`src/rtl/moxie_wb_pkg.sv`:
```
// Shared encodings and bus widths for the MoxieLite two-master Wishbone arbiter.
package moxie_wb_pkg;
  localparam int WB_DW = 16;
  localparam int WB_AW = 32;
  localparam int WB_SW = 2;
  localparam logic [WB_DW-1:0] TIMEOUT_DATA = 16'hDEAD;

  typedef enum logic [1:0] {
    ST_IDLE = 2'd0,
    ST_OWN0 = 2'd1,
    ST_OWN1 = 2'd2
  } state_e;

  typedef struct packed {
    logic [WB_AW-1:0] adr;
    logic [WB_DW-1:0] dat;
    logic [WB_SW-1:0] sel;
    logic             we;
    logic             cyc;
    logic             stb;
  } wb_req_t;
endpackage

```
`src/rtl/moxie_wb_watchdog.sv`:
```
// Saturating stall counter; fire marks the cycle an unacked strobe has waited TIMEOUT cycles.
module moxie_wb_watchdog #(
  parameter int TIMEOUT = 255,
  parameter int TO_W    = 8
) (
  input  logic clk_i,
  input  logic rst_i,
  input  logic clr,
  input  logic run,
  output logic fire
);
  localparam logic [TO_W-1:0] LIMIT   = TO_W'(TIMEOUT - 1);
  localparam logic [TO_W-1:0] CNT_MAX = '1;

  if (TIMEOUT < 1 || TIMEOUT > 2**TO_W - 1) begin : g_bad_timeout
    $error("moxie_wb_watchdog: TIMEOUT must be in 1..2**TO_W-1");
  end

  logic [TO_W-1:0] cnt_q, cnt_d;

  assign fire = run && (cnt_q == LIMIT);

  always_comb begin
    cnt_d = cnt_q;
    if (clr || fire)
      cnt_d = '0;
    else if (run && cnt_q != CNT_MAX)
      cnt_d = cnt_q + TO_W'(1);
  end

  always_ff @(posedge clk_i) begin
    if (rst_i) cnt_q <= '0;
    else       cnt_q <= cnt_d;
  end
endmodule

```
`src/rtl/moxie_wb_arbiter.sv`:
```
// Two-master round-robin Wishbone arbiter with per-access ownership and a stall watchdog.
module moxie_wb_arbiter
  import moxie_wb_pkg::*;
#(
  parameter int TIMEOUT = 255,
  parameter int TO_W    = 8,
  parameter int M0_PRIO = 1
) (
  input  logic             clk_i,
  input  logic             rst_i,
  input  logic [WB_AW-1:0] m0_adr_i,
  input  logic [WB_DW-1:0] m0_dat_i,
  input  logic [WB_SW-1:0] m0_sel_i,
  input  logic             m0_we_i,
  input  logic             m0_cyc_i,
  input  logic             m0_stb_i,
  output logic [WB_DW-1:0] m0_dat_o,
  output logic             m0_ack_o,
  output logic             m0_err_o,
  output logic             m0_gnt_o,
  input  logic [WB_AW-1:0] m1_adr_i,
  input  logic [WB_DW-1:0] m1_dat_i,
  input  logic [WB_SW-1:0] m1_sel_i,
  input  logic             m1_we_i,
  input  logic             m1_cyc_i,
  input  logic             m1_stb_i,
  output logic [WB_DW-1:0] m1_dat_o,
  output logic             m1_ack_o,
  output logic             m1_err_o,
  output logic             m1_gnt_o,
  output logic [WB_AW-1:0] s_adr_o,
  output logic [WB_DW-1:0] s_dat_o,
  output logic [WB_SW-1:0] s_sel_o,
  output logic             s_we_o,
  output logic             s_cyc_o,
  output logic             s_stb_o,
  input  logic [WB_DW-1:0] s_dat_i,
  input  logic             s_ack_i
);
  state_e  state_q, state_d;
  logic    last_q, last_d;
  wb_req_t [1:0] m_req;
  wb_req_t own;
  logic [1:0] req;
  logic    own_vld, own_idx, to_fire;
  logic [1:0] m_ack, m_err;
  logic [1:0][WB_DW-1:0] m_dat;

  assign m_req[0] = '{adr: m0_adr_i, dat: m0_dat_i, sel: m0_sel_i, we: m0_we_i, cyc: m0_cyc_i, stb: m0_stb_i};
  assign m_req[1] = '{adr: m1_adr_i, dat: m1_dat_i, sel: m1_sel_i, we: m1_we_i, cyc: m1_cyc_i, stb: m1_stb_i};
  assign req      = {m1_cyc_i & m1_stb_i, m0_cyc_i & m0_stb_i};
  assign own_vld  = (state_q != ST_IDLE);
  assign own_idx  = (state_q == ST_OWN1);
  assign own      = m_req[own_idx];

  always_comb begin
    state_d = state_q;
    last_d  = last_q;
    case (state_q)
      ST_IDLE: begin
        if (&req)       state_d = last_q ? ST_OWN0 : ST_OWN1;
        else if (req[0]) state_d = ST_OWN0;
        else if (req[1]) state_d = ST_OWN1;
      end
      ST_OWN0: if (!m0_cyc_i) begin state_d = ST_IDLE; last_d = 1'b0; end
      ST_OWN1: if (!m1_cyc_i) begin state_d = ST_IDLE; last_d = 1'b1; end
      default: state_d = ST_IDLE;
    endcase
  end

  // last is the most recently served master, so seeding it with 1 lets master 0 win the first tie
  always_ff @(posedge clk_i) begin
    if (rst_i) begin
      state_q <= ST_IDLE;
      last_q  <= (M0_PRIO != 0);
    end else begin
      state_q <= state_d;
      last_q  <= last_d;
    end
  end

  moxie_wb_watchdog #(.TIMEOUT(TIMEOUT), .TO_W(TO_W)) u_wdog (
    .clk_i (clk_i),
    .rst_i (rst_i),
    .clr   (!own_vld || !own.stb || s_ack_i),
    .run   (own_vld && own.stb && !s_ack_i),
    .fire  (to_fire)
  );

  always_comb begin
    s_adr_o = '0;
    s_dat_o = '0;
    s_sel_o = '0;
    s_we_o  = 1'b0;
    s_cyc_o = 1'b0;
    s_stb_o = 1'b0;
    m_ack   = '0;
    m_err   = '0;
    m_dat   = '0;
    if (!rst_i && own_vld) begin
      s_adr_o = own.adr;
      s_dat_o = own.dat;
      s_sel_o = own.sel;
      s_we_o  = own.we;
      s_cyc_o = own.cyc;
      s_stb_o = own.stb && !to_fire;
      // a timeout looks like an ack with err so the CPU wait path is released
      m_ack[own_idx] = (s_ack_i && own.cyc) || to_fire;
      m_err[own_idx] = to_fire;
      m_dat[own_idx] = to_fire ? TIMEOUT_DATA : s_dat_i;
    end
  end

  assign m0_ack_o = m_ack[0];
  assign m1_ack_o = m_ack[1];
  assign m0_err_o = m_err[0];
  assign m1_err_o = m_err[1];
  assign m0_dat_o = m_dat[0];
  assign m1_dat_o = m_dat[1];
  assign m0_gnt_o = !rst_i && (state_q == ST_OWN0);
  assign m1_gnt_o = !rst_i && (state_q == ST_OWN1);
endmodule
```
`config.mk`:
```
export PLATFORM = sky130hd
export DESIGN_NAME = moxie_wb_arbiter
export DESIGN_NICKNAME = d
export VERILOG_FILES = /design/src/rtl/moxie_wb_pkg.sv /design/src/rtl/moxie_wb_watchdog.sv /design/src/rtl/moxie_wb_arbiter.sv
export SDC_FILE = /design/constraint.sdc
export NUM_CORES = 1
export LEC_CHECK = 0
export ABC_AREA = 1
export BUFFER_PORTS_ARGS = -buffer_cell sky130_fd_sc_hd__buf_4
export CAP_MARGIN = 20
export CORE_AREA = 2 2 84 86
export DETAILED_ROUTE_END_ITERATION = 6
export DIE_AREA = 0 0 86 88
export PLACE_DENSITY = 0.73
export SKIP_LAST_GASP = 1
export SYNTH_ARGS = -nofsm -noshare
export SYNTH_HDL_FRONTEND = slang
export SYNTH_SLANG_ARGS = --single-unit
export TNS_END_PERCENT = 30
```
`constraint.sdc`:
```
create_clock -name clk_i -period 2.2 [get_ports clk_i]
set_input_delay 0.11 -clock clk_i [delete_from_list [all_inputs] [get_ports clk_i]]
set_output_delay 0.11 -clock clk_i [all_outputs]
set_load 0.02 [all_outputs]
```
After elaboration in Yosys (flattened, before gate mapping)
Cells that the tools add are included.
Word-level totals
  logic and storage cells: 70
  bits of input ports: 125
  register bits: 11
  output and inout bits: 91
Cells by class
  bitwise logic cells: 5
  reductions and logical operators: 26
  order comparisons: 2
  equal/unequal tests: 7
  muxes and demuxes: 26
  $add $sub $neg: 1
Operators by type and width (number)
  $mux 53: 2
  $mux 32: 2
  $mux 16: 3
  $and 32x32->32: 1
  $mux 2: 9
  $demux 16 s1: 1
  $logic_and 1x1->1: 10
  $add 8x1->8 const B: 1
  $eq 8x8->1 const B: 1
  $ne 8x8->1 const B: 1
  $mux 1: 6
  $pmux 2 s3: 1
  $reduce_and 3->1: 2
  $logic_not 1->1: 5
  $and 2x2->2: 2
  $logic_or 1x1->1: 4
  $ne 2x2->1 const B: 2
  $ne 4x4->1 const B: 1
  $reduce_bool 2->1: 2
  $and 1x1->1: 2
  $eq 2x1->1 const B: 1
  $eq 2x2->1 const B: 1
  $logic_not 2->1: 1
  $lt 1x2->1 const B: 1
  other kinds (5): 5

Depth between registers and ports, before layout
  depth after elaboration: 9
  mapped depth: 9
  mapped depth without buffers: 9

Hierarchy
Synthesis repeated with hierarchy kept, for this count alone.
Second synthesis, totals
  cell total of the unflattened synthesis: 337
  area total of the unflattened synthesis: 1711.6 um^2
Modules (own cells, without submodules)
  moxie_wb_arbiter: sequential area each 60.1 um^2, times used 1, area each 1227.4 um^2, cells each 267
  moxie_wb_watchdog: sequential area each 160.2 um^2, times used 1, area each 484.2 um^2, cells each 70

Worst setup path before layout
No wires, ideal clock.
  path kind: register to output
  start: register state_q[0]
  end: output m1_dat_o[10]
  data required time: 2.090 ns
  cell stages (with the launch flop): 8
  buffers on the path: 2
  arrival time: 1.598 ns
  setup slack: 0.492 ns
  path through: dfxtp_1 -> inv_1 -> nand2_1 -> buf_2 -> nor2_1 -> inv_2 -> buf_2 -> nor2_1
Between the ends
  word-level cells in the longest chain between the ends: 9
  elaborated cells on any way between the ends: 16
  classes of those cells: order compare: 2; eq/ne: 1; mux: 6; bitwise: 1; reduce/logical: 6
Ends and longest elaborated chain
  start, declared: line moxie_wb_arbiter.sv:40  | state_e state_q, state_d;
  start signal, assigned: line moxie_wb_arbiter.sv:77  | state_q <= state_d;
  $eq 2x2->1: line moxie_wb_arbiter.sv:53  | assign own_idx = (state_q == ST_OWN1);
  $mux 53 (implied by the code) (2 in series): line moxie_wb_arbiter.sv:54  | assign own = m_req[own_idx];
  $logic_and 1x1->1 (2 in series): line moxie_wb_arbiter.sv:86  | .run (own_vld && own.stb && !s_ack_i),
  $logic_and 1x1->1: line moxie_wb_watchdog.sv:21  | assign fire = run && (cnt_q == LIMIT);
  $mux 16: line moxie_wb_arbiter.sv:110  | m_dat[own_idx] = to_fire ? TIMEOUT_DATA : s_dat_i;
  $and 32x32->32 (no source line)
  $mux 32 *: line moxie_wb_arbiter.sv:100  | if (!rst_i && own_vld) begin
  end, declared: line moxie_wb_arbiter.sv:27  | output logic [WB_DW-1:0] m1_dat_o,
Every way passes the cells marked *; elsewhere a longest branch is shown, timed or not. The select of a mux whose other input is x is not followed.

Worst setup path after layout
  start: register state_q[0]
  end: output s_dat_o[2]
Between the ends
  word-level cells in the longest chain between the ends: 4
  elaborated cells on any way between the ends: 6
  classes of those cells: eq/ne: 1; mux: 3; reduce/logical: 2
Ends and longest elaborated chain
  $eq 2x2->1: line moxie_wb_arbiter.sv:53
  $mux 53 (implied by the code) (2 in series): line moxie_wb_arbiter.sv:54
  $mux 16 *: line moxie_wb_arbiter.sv:100
  end, declared: line moxie_wb_arbiter.sv:32  | output logic [WB_DW-1:0] s_dat_o,
Marks and branches as above.

==> flow_summary.html <==
<table>
<tr><th>Metric</th><th>Value</th></tr>
<tr><th colspan="2">Global routing</th></tr>
<tr><td>Maximum number of pins on one net before global-route repair</td><td>35</td></tr>
<tr><td>Global-route wire length before repair</td><td>12700 um</td></tr>
<tr><td>Residual overflow from global routing</td><td>0</td></tr>
<tr><td>Number of antenna violations at the first check in global routing</td><td>0</td></tr>
<tr><td>GRT Overall Usage</td><td>20.8%</td></tr>
<tr><td>Number of global-route vias before repair</td><td>2735</td></tr>
<tr><th colspan="2">Critical path</th></tr>
<tr><td>Path type of the worst setup path</td><td>flip-flop to output port</td></tr>
<tr><td>Critical Path Sink Type</td><td>output port</td></tr>
<tr><td>Maximum single-stage delay on the critical path</td><td>0.35 ns</td></tr>
<tr><td>Worst reg-to-reg setup slack</td><td>0.65 ns</td></tr>
<tr><td>Worst-path cell chain</td><td>nor2_1 &gt; nor2_1 &gt; inv_2 &gt; buf_4 &gt; a21oi_1 &gt; buf_4</td></tr>
<tr><td>Startpoint type of the worst setup path</td><td>flip-flop</td></tr>
<tr><td>Master of the slowest instance on the critical path</td><td>sky130_fd_sc_hd__dfxtp_1</td></tr>
<tr><td>Top fanout value on the critical path</td><td>25</td></tr>
<tr><td>Crit path arrival time</td><td>1.85 ns</td></tr>
<tr><td>Req. time, crit path</td><td>2.09 ns</td></tr>
<tr><td>Number of buffer and inverter stages on the critical path</td><td>3</td></tr>
<tr><td>Crit path max-delay family</td><td>buffers and inverters</td></tr>
<tr><th colspan="2">CTS</th></tr>
<tr><td>Clk pin slew, worst setup/hold paths</td><td>0.05 ns</td></tr>
<tr><td>Number of buffers on the longest clock path</td><td>2</td></tr>
<tr><td>Library cell used as clock root buffer</td><td>sky130_fd_sc_hd__clkbuf_8</td></tr>
<tr><td>Post-CTS Setup Repair Bufs</td><td>0</td></tr>
<tr><td>Number of sinks driven by the clock tree</td><td>11</td></tr>
<tr><td>Number of clock buffers inserted by TritonCTS</td><td>3</td></tr>
<tr><td>Htree depth</td><td>1</td></tr>
<tr><td>Post-cts sizing count</td><td>0</td></tr>
<tr><td>Hold bufs inserted after CTS</td><td>0</td></tr>
<tr><td>CTS tree</td><td>done</td></tr>
<tr><td>Clock latency at the later pin of the worst-skew pair</td><td>0.24 ns</td></tr>
<tr><th colspan="2">Synth</th></tr>
<tr><td>Async set-reset flop share out of synthesis</td><td>0%</td></tr>
<tr><td>Post-Syn Instances</td><td>354</td></tr>
<tr><td>Cell area after technology mapping</td><td>0.00167 sq mm</td></tr>
<tr><td>Post-synth top area share</td><td>31.9%</td></tr>
<tr><td>Post-synthesis register bit count</td><td>11</td></tr>
<tr><td>Yosys warning count</td><td>0</td></tr>
<tr><td>Most used standard cell by instance count after synthesis</td><td>sky130_fd_sc_hd__nand2_1</td></tr>
<tr><td>Net Count, Synth</td><td>481</td></tr>
<tr><td>Register area share after synthesis</td><td>13.2%</td></tr>
<tr><td>Number of flops mapped to enable cells by yosys</td><td>0</td></tr>
<tr><td>Post-synth top cells</td><td>142 x sky130_fd_sc_hd__nand2_1, 73 x sky130_fd_sc_hd__nor2_1, 59 x sky130_fd_sc_hd__a21oi_1</td></tr>
<tr><td>Top cell type by total area after synthesis</td><td>sky130_fd_sc_hd__nand2_1</td></tr>
<tr><td>Avg Inst Size Synth</td><td>4.71 sq um</td></tr>
<tr><td>Unique cell type count in the Yosys netlist</td><td>20</td></tr>
<tr><td>Largest cells by area after synthesis</td><td>sky130_fd_sc_hd__nand2_1 32%, sky130_fd_sc_hd__a21oi_1 18%, sky130_fd_sc_hd__nor2_1 16%</td></tr>
<tr><td>Dominant synthesized flop cell</td><td>sky130_fd_sc_hd__dfxtp_1</td></tr>
<tr><th colspan="2">Placement</th></tr>
<tr><td>Final weighted congestion of routability-driven global placement</td><td>0.911</td></tr>
<tr><td>Port Buffer Count</td><td>215</td></tr>
<tr><td>Count of placed standard cells including taps</td><td>637</td></tr>
<tr><td>Area of placed instances</td><td>0.00335 sq mm</td></tr>
<tr><td>Worst slack, placed</td><td>0.491 ns</td></tr>
<tr><td>Post-DP HPWL</td><td>7270 um</td></tr>
<tr><th colspan="2">Min path</th></tr>
<tr><td>Worst hold path type</td><td>input pin to flip-flop</td></tr>
<tr><th colspan="2">Route</th></tr>
<tr><td>Avg Vias per Cell</td><td>4.68</td></tr>
<tr><td>Drt pass-1 iters</td><td>4</td></tr>
<tr><td>Antenna viol nets, final</td><td>0</td></tr>
<tr><td>DRC</td><td>0</td></tr>
<tr><td>Iteration-0 DRC count of the detailed router</td><td>159</td></tr>
<tr><td>Number of vias after detailed routing</td><td>2998</td></tr>
<tr><td>Routed wire length per instance</td><td>13.7 um</td></tr>
<tr><td>Total wire length</td><td>8760 um</td></tr>
<tr><th colspan="2">Floorplan</th></tr>
<tr><td>Chip height</td><td>88 um</td></tr>
<tr><td>Core outline area</td><td>0.00664 sq mm</td></tr>
<tr><td>Die Wd</td><td>86 um</td></tr>
<tr><td>Initial standard-cell utilization of the core</td><td>25.1%</td></tr>
<tr><td>Total I/O pin count</td><td>216</td></tr>
<tr><td>Die Footprint</td><td>0.00757 sq mm</td></tr>
<tr><td>Number of cell rows</td><td>30</td></tr>
<tr><th colspan="2">Layout</th></tr>
<tr><td>Non-Filler Cell Area, Final</td><td>0.00340 sq mm</td></tr>
<tr><td>Area grow syn2layout</td><td>104%</td></tr>
<tr><td>Filler instances</td><td>691</td></tr>
<tr><td>Utilization after layout</td><td>51.1%</td></tr>
<tr><td>Ratio of cells with drive above 1 in the final layout</td><td>41.5%</td></tr>
<tr><td>Finished Layout Cells</td><td>641</td></tr>
<tr><td>Total inserted antenna cells</td><td>0</td></tr>
<tr><td>Final Net Count</td><td>689</td></tr>
<tr><th colspan="2">STA</th></tr>
<tr><td>Slew margin rel.</td><td>62.7%</td></tr>
<tr><td>Peak Freq</td><td>0.510 GHz</td></tr>
<tr><td>Unrepaired setup endpoints after global routing</td><td>no</td></tr>
<tr><td>Share of the clock period used by the worst path</td><td>89.1%</td></tr>
<tr><td>Hold slack final</td><td>0.0754 ns</td></tr>
<tr><td>Final worst clock skew</td><td>0.00619 ns</td></tr>
<tr><td>Min Tclk post-route</td><td>1.96 ns</td></tr>
<tr><td>Measured slew at the worst slew-check pin</td><td>0.558 ns</td></tr>
<tr><td>Slew Viols, Final</td><td>0</td></tr>
<tr><td>Final total negative setup slack</td><td>0 ns</td></tr>
<tr><td>Total setup violations reported at the end of the flow</td><td>0</td></tr>
<tr><td>Hold Violations, Final</td><td>0</td></tr>
<tr><td>Post-route setup slack</td><td>0.239 ns</td></tr>
<tr><th colspan="2">Power and ir drop</th></tr>
<tr><td>Leakage power</td><td>1.88 nW</td></tr>
<tr><td>Peak supply drop</td><td>0.143 mV</td></tr>
<tr><td>Power density over the cells</td><td>364 mW/mm^2</td></tr>
<tr><td>Final total power</td><td>1.24 mW</td></tr>
<tr><th colspan="2">Run status</th></tr>
<tr><td>Outcome</td><td>finished, final reports clean</td></tr>
<tr><th colspan="2">Run</th></tr>
<tr><td>Max Cap Violations</td><td>0</td></tr>
</table>
-- cells by family (layout without fill, tap and decap cells) --
logic type,count (synthesis),after routing,share of synthesized area [%]
fa+ha+maj,2,2,1.50
compound gates,63,63,19.2
simple gates,235,235,55.3
flops,11,11,13.2
xor+xnor,1,1,0.525
buf+inv,42,249,10.3
-- final timing paths --
path | startpoint | end | depth (start not counted)
worst max-delay path | state_q[0] | s_dat_o[2] | 6
worst max register to register | u_wdog.cnt_q[0] | u_wdog.cnt_q[0] | 8
worst min-delay path | rst_i | state_q[1] | 2
worst min register to register | last_q | last_q | 2
-- per-layer routing --
metal / track usage (%) / wire [um] / up-vias
met5: 0 / 0 / -
met3: 4.15 / 750 / 13
li1: - / - / 1521
met2: 39.0 / 4540 / 154
met4: 6.06 / 180 / 0
met1: 23.8 / 3280 / 1310
-- area by class of cell --
type	count	area, sq um	area share [%]
clock buffer	4	45.0	1.33
inverter	23	86.3	2.54
multi-input combinational	301	1280	37.7
sequential	11	220	6.48
tap	80	100	2.95
timing repair buffer	222	1670	49.0
-- cells in the final DEF (no fill, tap or decap) --
master	count
sky130_fd_sc_hd__inv_1	20
sky130_fd_sc_hd__clkbuf_8	3
sky130_fd_sc_hd__nor2_1	73
sky130_fd_sc_hd__buf_4	222
sky130_fd_sc_hd__nand2_1	141
sky130_fd_sc_hd__nor2_2	1
sky130_fd_sc_hd__nand3_1	14
sky130_fd_sc_hd__o21ai_0	2
sky130_fd_sc_hd__nand4_1	1
sky130_fd_sc_hd__a21oi_1	59
sky130_fd_sc_hd__o211ai_1	1
sky130_fd_sc_hd__ha_1	2
sky130_fd_sc_hd__dfxtp_1	11
sky130_fd_sc_hd__inv_2	3
sky130_fd_sc_hd__clkbuf_1	1
sky130_fd_sc_hd__nor3_1	1
sky130_fd_sc_hd__nor2_4	2
sky130_fd_sc_hd__xor2_1	1
sky130_fd_sc_hd__o21a_1	1
sky130_fd_sc_hd__nand2_2	2
-- power breakdown --
part           switching (mW)  total, mW  leakage (nW)  internal [mW]
clock network          0.0784      0.206        0.0228          0.127
registers             0.00715      0.213        0.0891          0.206
logic                   0.460      0.817          1.77          0.357
-- registers in the layout, indices dropped and copies added, names as in the netlist --
signal	cells
state_q	2
u_wdog.cnt_q	8
last_q	1
Power figures use the tool's default switching activity.
